==> src/rtl/progmem_prefetch_if.sv <==
// CPU-side and ROM-side signal bundle for progmem_prefetch.
interface progmem_prefetch_if;
  logic        cpu_valid;
  logic        cpu_instr;
  logic [31:0] cpu_addr;
  logic        cpu_ready;
  logic [31:0] cpu_rdata;
  logic        bus_err;
  logic        mem_valid;
  logic [31:0] mem_addr;
  logic        mem_ready;
  logic [31:0] mem_rdata;

  modport slave (
    input  cpu_valid, cpu_instr, cpu_addr, mem_ready, mem_rdata,
    output cpu_ready, cpu_rdata, bus_err, mem_valid, mem_addr
  );

  modport master (
    output cpu_valid, cpu_instr, cpu_addr, mem_ready, mem_rdata,
    input  cpu_ready, cpu_rdata, bus_err, mem_valid, mem_addr
  );
endinterface

==> src/rtl/progmem_prefetch.sv <==
// Program-ROM front end: single-entry next-word prefetch buffer with a
// bounded ROM access time so unmapped fetches return an error word.
module progmem_prefetch #(
  parameter int unsigned TIMEOUT     = 16,
  parameter bit          PREFETCH_EN = 1'b1,
  parameter logic [31:0] ERR_WORD    = 32'h00100073
) (
  input  logic               clk,
  input  logic               rstn,
  progmem_prefetch_if.slave  bus
);

  typedef enum logic [1:0] {IDLE, DEMAND, RESP, PREFETCH} state_t;

  localparam logic [7:0] CNT_LAST = 8'(TIMEOUT - 1);

  state_t      state, state_nx;
  logic [29:0] req_word;
  logic        req_instr;
  logic        req_err;
  logic        buf_valid;
  logic [29:0] buf_tag;
  logic [31:0] buf_data;
  logic [7:0]  cnt;
  logic        cpu_ready_q;
  logic [31:0] cpu_rdata_q;
  logic        bus_err_q;
  logic [31:0] mem_addr_q;

  logic busy, hit, mem_ok, mem_to;
  logic unused_addr_lsb;

  assign unused_addr_lsb = ^bus.cpu_addr[1:0];

  assign busy          = (state == DEMAND) || (state == PREFETCH);
  assign bus.mem_valid = busy;
  assign bus.mem_addr  = mem_addr_q;
  assign bus.cpu_ready = cpu_ready_q;
  assign bus.cpu_rdata = cpu_rdata_q;
  assign bus.bus_err   = bus_err_q;

  // The first cycle of a mem_valid run carries the ROM's stale ready; ignore it.
  always_comb begin
    state_nx = state;
    hit      = bus.cpu_valid && buf_valid && (buf_tag == bus.cpu_addr[31:2]);
    mem_ok   = busy && (cnt != '0) && bus.mem_ready;
    mem_to   = busy && !mem_ok && (cnt == CNT_LAST);
    case (state)
      IDLE: begin
        if (hit)                state_nx = RESP;
        else if (bus.cpu_valid) state_nx = DEMAND;
      end
      DEMAND: begin
        if (mem_ok || mem_to) state_nx = RESP;
      end
      RESP: begin
        if (PREFETCH_EN && req_instr && !req_err) state_nx = PREFETCH;
        else                                      state_nx = IDLE;
      end
      PREFETCH: begin
        if (mem_ok || mem_to) state_nx = IDLE;
      end
      default: state_nx = IDLE;
    endcase
  end

  always_ff @(posedge clk) begin
    if (!rstn) begin
      state       <= IDLE;
      req_word    <= '0;
      req_instr   <= 1'b0;
      req_err     <= 1'b0;
      buf_valid   <= 1'b0;
      buf_tag     <= '0;
      buf_data    <= '0;
      cnt         <= '0;
      cpu_ready_q <= 1'b0;
      cpu_rdata_q <= '0;
      bus_err_q   <= 1'b0;
      mem_addr_q  <= '0;
    end else begin
      state       <= state_nx;
      cpu_ready_q <= 1'b0;
      bus_err_q   <= 1'b0;
      if (state_nx != state) cnt <= '0;
      else if (busy)         cnt <= cnt + 8'd1;

      case (state)
        IDLE: begin
          if (bus.cpu_valid) begin
            req_word  <= bus.cpu_addr[31:2];
            req_instr <= bus.cpu_instr;
            req_err   <= 1'b0;
            if (hit) begin
              cpu_ready_q <= 1'b1;
              cpu_rdata_q <= buf_data;
            end else begin
              mem_addr_q <= {bus.cpu_addr[31:2], 2'b00};
            end
          end
        end
        DEMAND: begin
          if (mem_ok) begin
            cpu_ready_q <= 1'b1;
            cpu_rdata_q <= bus.mem_rdata;
          end else if (mem_to) begin
            cpu_ready_q <= 1'b1;
            cpu_rdata_q <= ERR_WORD;
            bus_err_q   <= 1'b1;
            req_err     <= 1'b1;
          end
        end
        RESP: begin
          if (state_nx == PREFETCH) mem_addr_q <= {req_word + 30'd1, 2'b00};
        end
        PREFETCH: begin
          if (mem_ok) begin
            buf_valid <= 1'b1;
            buf_tag   <= mem_addr_q[31:2];
            buf_data  <= bus.mem_rdata;
          end
        end
        default: ;
      endcase
    end
  end

endmodule

==> src/flat_wrapper.sv <==
// flat-port wrapper written by rule: the top's interface ports become plain ports
module progmem_prefetch_flat 
#(
  parameter int unsigned TIMEOUT     = 16,
  parameter bit          PREFETCH_EN = 1'b1,
  parameter logic [31:0] ERR_WORD    = 32'h00100073
)
  (clk, rstn, bus_cpu_valid, bus_cpu_instr, bus_cpu_addr, bus_mem_ready, bus_mem_rdata, bus_cpu_ready, bus_cpu_rdata, bus_bus_err, bus_mem_valid, bus_mem_addr);
  progmem_prefetch_if bus_i ();
  input  logic clk;
  input  logic rstn;
  input wire logic [$bits(bus_i.cpu_valid)-1:0] bus_cpu_valid;
  input wire logic [$bits(bus_i.cpu_instr)-1:0] bus_cpu_instr;
  input wire logic [$bits(bus_i.cpu_addr)-1:0] bus_cpu_addr;
  input wire logic [$bits(bus_i.mem_ready)-1:0] bus_mem_ready;
  input wire logic [$bits(bus_i.mem_rdata)-1:0] bus_mem_rdata;
  output wire logic [$bits(bus_i.cpu_ready)-1:0] bus_cpu_ready;
  output wire logic [$bits(bus_i.cpu_rdata)-1:0] bus_cpu_rdata;
  output wire logic [$bits(bus_i.bus_err)-1:0] bus_bus_err;
  output wire logic [$bits(bus_i.mem_valid)-1:0] bus_mem_valid;
  output wire logic [$bits(bus_i.mem_addr)-1:0] bus_mem_addr;
  assign bus_i.cpu_valid = bus_cpu_valid;
  assign bus_i.cpu_instr = bus_cpu_instr;
  assign bus_i.cpu_addr = bus_cpu_addr;
  assign bus_i.mem_ready = bus_mem_ready;
  assign bus_i.mem_rdata = bus_mem_rdata;
  assign bus_cpu_ready = bus_i.cpu_ready;
  assign bus_cpu_rdata = bus_i.cpu_rdata;
  assign bus_bus_err = bus_i.bus_err;
  assign bus_mem_valid = bus_i.mem_valid;
  assign bus_mem_addr = bus_i.mem_addr;
  progmem_prefetch #(.TIMEOUT(TIMEOUT), .PREFETCH_EN(PREFETCH_EN), .ERR_WORD(ERR_WORD)) u_core (.clk(clk), .rstn(rstn), .bus(bus_i));
endmodule
==> config.mk <==
export PLATFORM = sky130hd
export DESIGN_NAME = progmem_prefetch_flat
export DESIGN_NICKNAME = d
export VERILOG_FILES = /design/src/rtl/progmem_prefetch_if.sv /design/src/rtl/progmem_prefetch.sv /design/src/flat_wrapper.sv
export SDC_FILE = /design/constraint.sdc
export NUM_CORES = 1
export LEC_CHECK = 0
export ABC_AREA = 1
export BUFFER_PORTS_ARGS = -buffer_cell sky130_fd_sc_hd__clkbuf_2
export CORE_MARGIN = 2
export CORE_UTILIZATION = 40
export DETAILED_ROUTE_END_ITERATION = 8
export GPL_ROUTABILITY_DRIVEN = 0
export PLACE_DENSITY = 0.66
export SLEW_MARGIN = 20
export SYNTH_ARGS = -nofsm -noshare
export SYNTH_HDL_FRONTEND = slang
export SYNTH_SLANG_ARGS = --single-unit
==> constraint.sdc <==
create_clock -name clk -period 1.75 [get_ports clk]
set_input_delay 0.2625 -clock clk [delete_from_list [all_inputs] [get_ports clk]]
set_output_delay 0.2625 -clock clk [all_outputs]
set_load 0.1 [all_outputs]
==> impl_metrics.tcl <==
set metrics [dict create \
    status "finished with violations" \
    violations "negative setup slack" \
    cts_buffer_depth 2 \
    cts_buffers 17 \
    worstPathMaxFanout 7 \
    hp-class "in -> reg" \
    post_drt_wl_per_cell_um 15.6 \
    die_h_um 147 \
    synth_compound_area_frac 0.178 \
    io_buffer_count 131 \
    antenna_found_initial 2 \
    start_kind "register" \
    die_area_um2 21500 \
    yosys.area_share.simple 0.271 \
    synth-xor-area-share 0.0302 \
    cts_tree "yes" \
    dpl.hpwl_um 17300 \
    clk_latency_ns 0.45 \
    ir_drop_uv 750 \
    path_class "reg -> reg" \
    core.rowCount 52 \
    wirelength_um 25800 \
    timing.final.hold_violations 0 \
    final_antenna_net_count 0 \
    setup_viol 1 \
    finalCritPeriodShare 1.00 \
    netlist_instances 1201 \
    finClkSkew_ns 0.0166 \
    drcViolationCount 0 \
    ys_seq_area_frac 0.416 \
    min_period_ns 1.75 \
    power.density_nw_per_um2 1020 \
    dr.pass1.iters 6 \
    mostFrequentLayoutCell "nand2_1" \
    power_leakage_nw 4.47 \
    mostFrequentLayoutCells "249 x nand2_1, 150 x dfxtp_1, 136 x a21oi_1" \
    cp.arrival_ns 2.09 \
    synth_cell_types 31 \
    cap_violations 0 \
    grt_pass1_vias 7630 \
    vias 8556 \
    synthToLayoutAreaGrowth_pct 34.4 \
    diodes 0 \
    grtUsageTotal 0.227 \
    pre_cts_slack_ns -0.174 \
    syn_area_um2 8130 \
    cts_sinks 169 \
    grt_max_degree 76 \
    slew_headroom 0.614 \
    root_buffer "clkbuf_16" \
    worstPathRequired_ns 2.08 \
    ys.flop_type "dfxtp_1" \
    synthMuxAreaShare 0 \
    synth_top_family_by_area "simple AND/OR/NAND/NOR gates" \
    ys_warn_count 0 \
    ios 136 \
    syn-mean-instance-area_um2 6.77 \
    grt_first_pass_wirelength_um 39300 \
    htree_levels 4 \
    worstMarginPinSlew_ns 0.582 \
    fin_nets 1437 \
    drv_slew 0 \
    fmax_mhz 570 \
    grt_overflow 0 \
    finalInstanceArea_um2 10900 \
    yosys.area_share.adder 0.00462 \
    crit_path_end_kind "register" \
    drive_gt1_frac 0.283 \
    final_cells 1648 \
    whs_ns 0.0720 \
    placed_area_um2 9520 \
    rsz0062_at_grt "true" \
    async_flop_share 0 \
    start_util 0.404 \
    die_x_um 147 \
    drt-vias-per-instance 5.19 \
    worst_slack_ns -0.00380 \
    core-area_um2 20100 \
    dp_cells 1605 \
    synth_edf_count 0 \
    ys_ff_latch 169 \
    drtIter0Drc 687 \
    clk_pin_slew_ns 0.08 \
]
==> final cells by class <==
class,count,area [µm²]
fillers,1890,9180
multi-input cells,837,4420
flip-flops and latches,169,3410
repair buffers,214,1640
inverters,126,485
clock buffers,17,425
well taps,270,338
clock inverters,15,204
==> report_power, final <==
group | leakage [nW] | internal (mW) | switching, mW | total, mW
registers | 1.38 | 4.06 | 0.194 | 4.25
logic | 2.79 | 0.897 | 2.01 | 2.91
clock network | 0.301 | 2.07 | 1.88 | 3.95
==> path summary, 6_finish.rpt <==
| path | start | depth (start not counted) | slack [ns] | end |
|---|---|---|---|---|
| max reg2reg | u_core.buf_tag[8] | 14 | -0.004 | u_core.bus.cpu_rdata[12] |
| min reg2reg | u_core.buf_data[9] | 2 | 0.45 | u_core.buf_data[9] |
| min | bus_cpu_instr | 3 | 0.07 | u_core.req_instr |
| max | u_core.buf_tag[8] | 14 | -0.004 | u_core.bus.cpu_rdata[12] |
==> synth_stat cells (6+ instances only) <==
| cell | n | share of area |
|---|---|---|
| nand4_1 | 8 | 0.0062 |
| nand3b_1 | 8 | 0.0074 |
| nand3_1 | 101 | 0.062 |
| o22ai_1 | 6 | 0.0046 |
| buf_2 | 18 | 0.011 |
| xnor2_1 | 14 | 0.015 |
| clkbuf_1 | 41 | 0.019 |
| nand2_2 | 6 | 0.0046 |
| xor2_1 | 14 | 0.015 |
| nor3_1 | 18 | 0.011 |
| o21ai_0 | 117 | 0.072 |
| inv_1 | 117 | 0.054 |
| inv_2 | 9 | 0.0042 |
| dfxtp_1 | 169 | 0.42 |
| nand2_1 | 297 | 0.14 |
| nor2_1 | 73 | 0.034 |
| a21oi_1 | 156 | 0.096 |
==> stage by stage <==
stage               setup TNS, ns  power, mW   util
floorplan                       0       6.03      -
global placement            -7.84       6.78  0.474
detailed placement         -10.16       6.80  0.474
CTS                             0       10.7  0.508
global route                -2.44       11.5  0.543
finish                   -0.00380       11.1  0.543
==> timing repair <==
item / CTS / global route
endpoints found under the setup margin: 71 / 104
endpoints found under the hold margin: 0 / 0
cloned: 0 / 9
hold buffers: 0 / 0
pin swaps: 1 / 28
setup buffers: 1 / 1
gates resized for setup: 17 / 149
==> critical path: stages (launching register included) <==
cell and delay (ns):
dfxtp_2 0.33, inv_1 0.06, nand2_2 0.09, nand2_1 0.06, inv_1 0.06, nand2_2 0.09, nor2_4 0.12, nand2_2 0.06
nor2_4 0.12, nand2_4 0.10, nand2_8 0.14, nand2_8 0.10, clkbuf_16 0.19, nand2_4 0.07, a21oi_2 0.05
==> cell families (layout without fill, tap and decap cells) <==
group	count (synthesis)	in the layout
AO/OA/AOI/OAI	286	286
buffers and inverters	196	372
other	1	2
XOR/XNOR	28	28
adder cells (fa/ha/maj)	3	3
AND/OR/NAND/NOR	518	518
flip-flops	169	169
==> sequential cells by signal (all words and copies together), names as in the netlist <==
name / flops
u_core.buf_valid: 1
u_core.buf_data: 32
u_core.state: 2
u_core.bus.bus_err: 1
u_core.bus.mem_addr: 30
u_core.bus.cpu_rdata: 32
u_core.req_err: 1
u_core.req_word: 30
u_core.cnt: 8
u_core.bus.cpu_ready: 1
u_core.buf_tag: 30
u_core.req_instr: 1
==> routing by layer <==
metal / wire, µm / up-vias / part of all wire / track usage
met3: 1590 / 52 / 0.062 / 0.0497
met2: 12300 / 293 / 0.48 / 0.368
met1: 11200 / 3977 / 0.44 / 0.299
met5: 23 / - / 0.00089 / 0
li1: - / 4230 / - / -
met4: 657 / 4 / 0.025 / 0.0816
(Power assumes the default switching activity.)
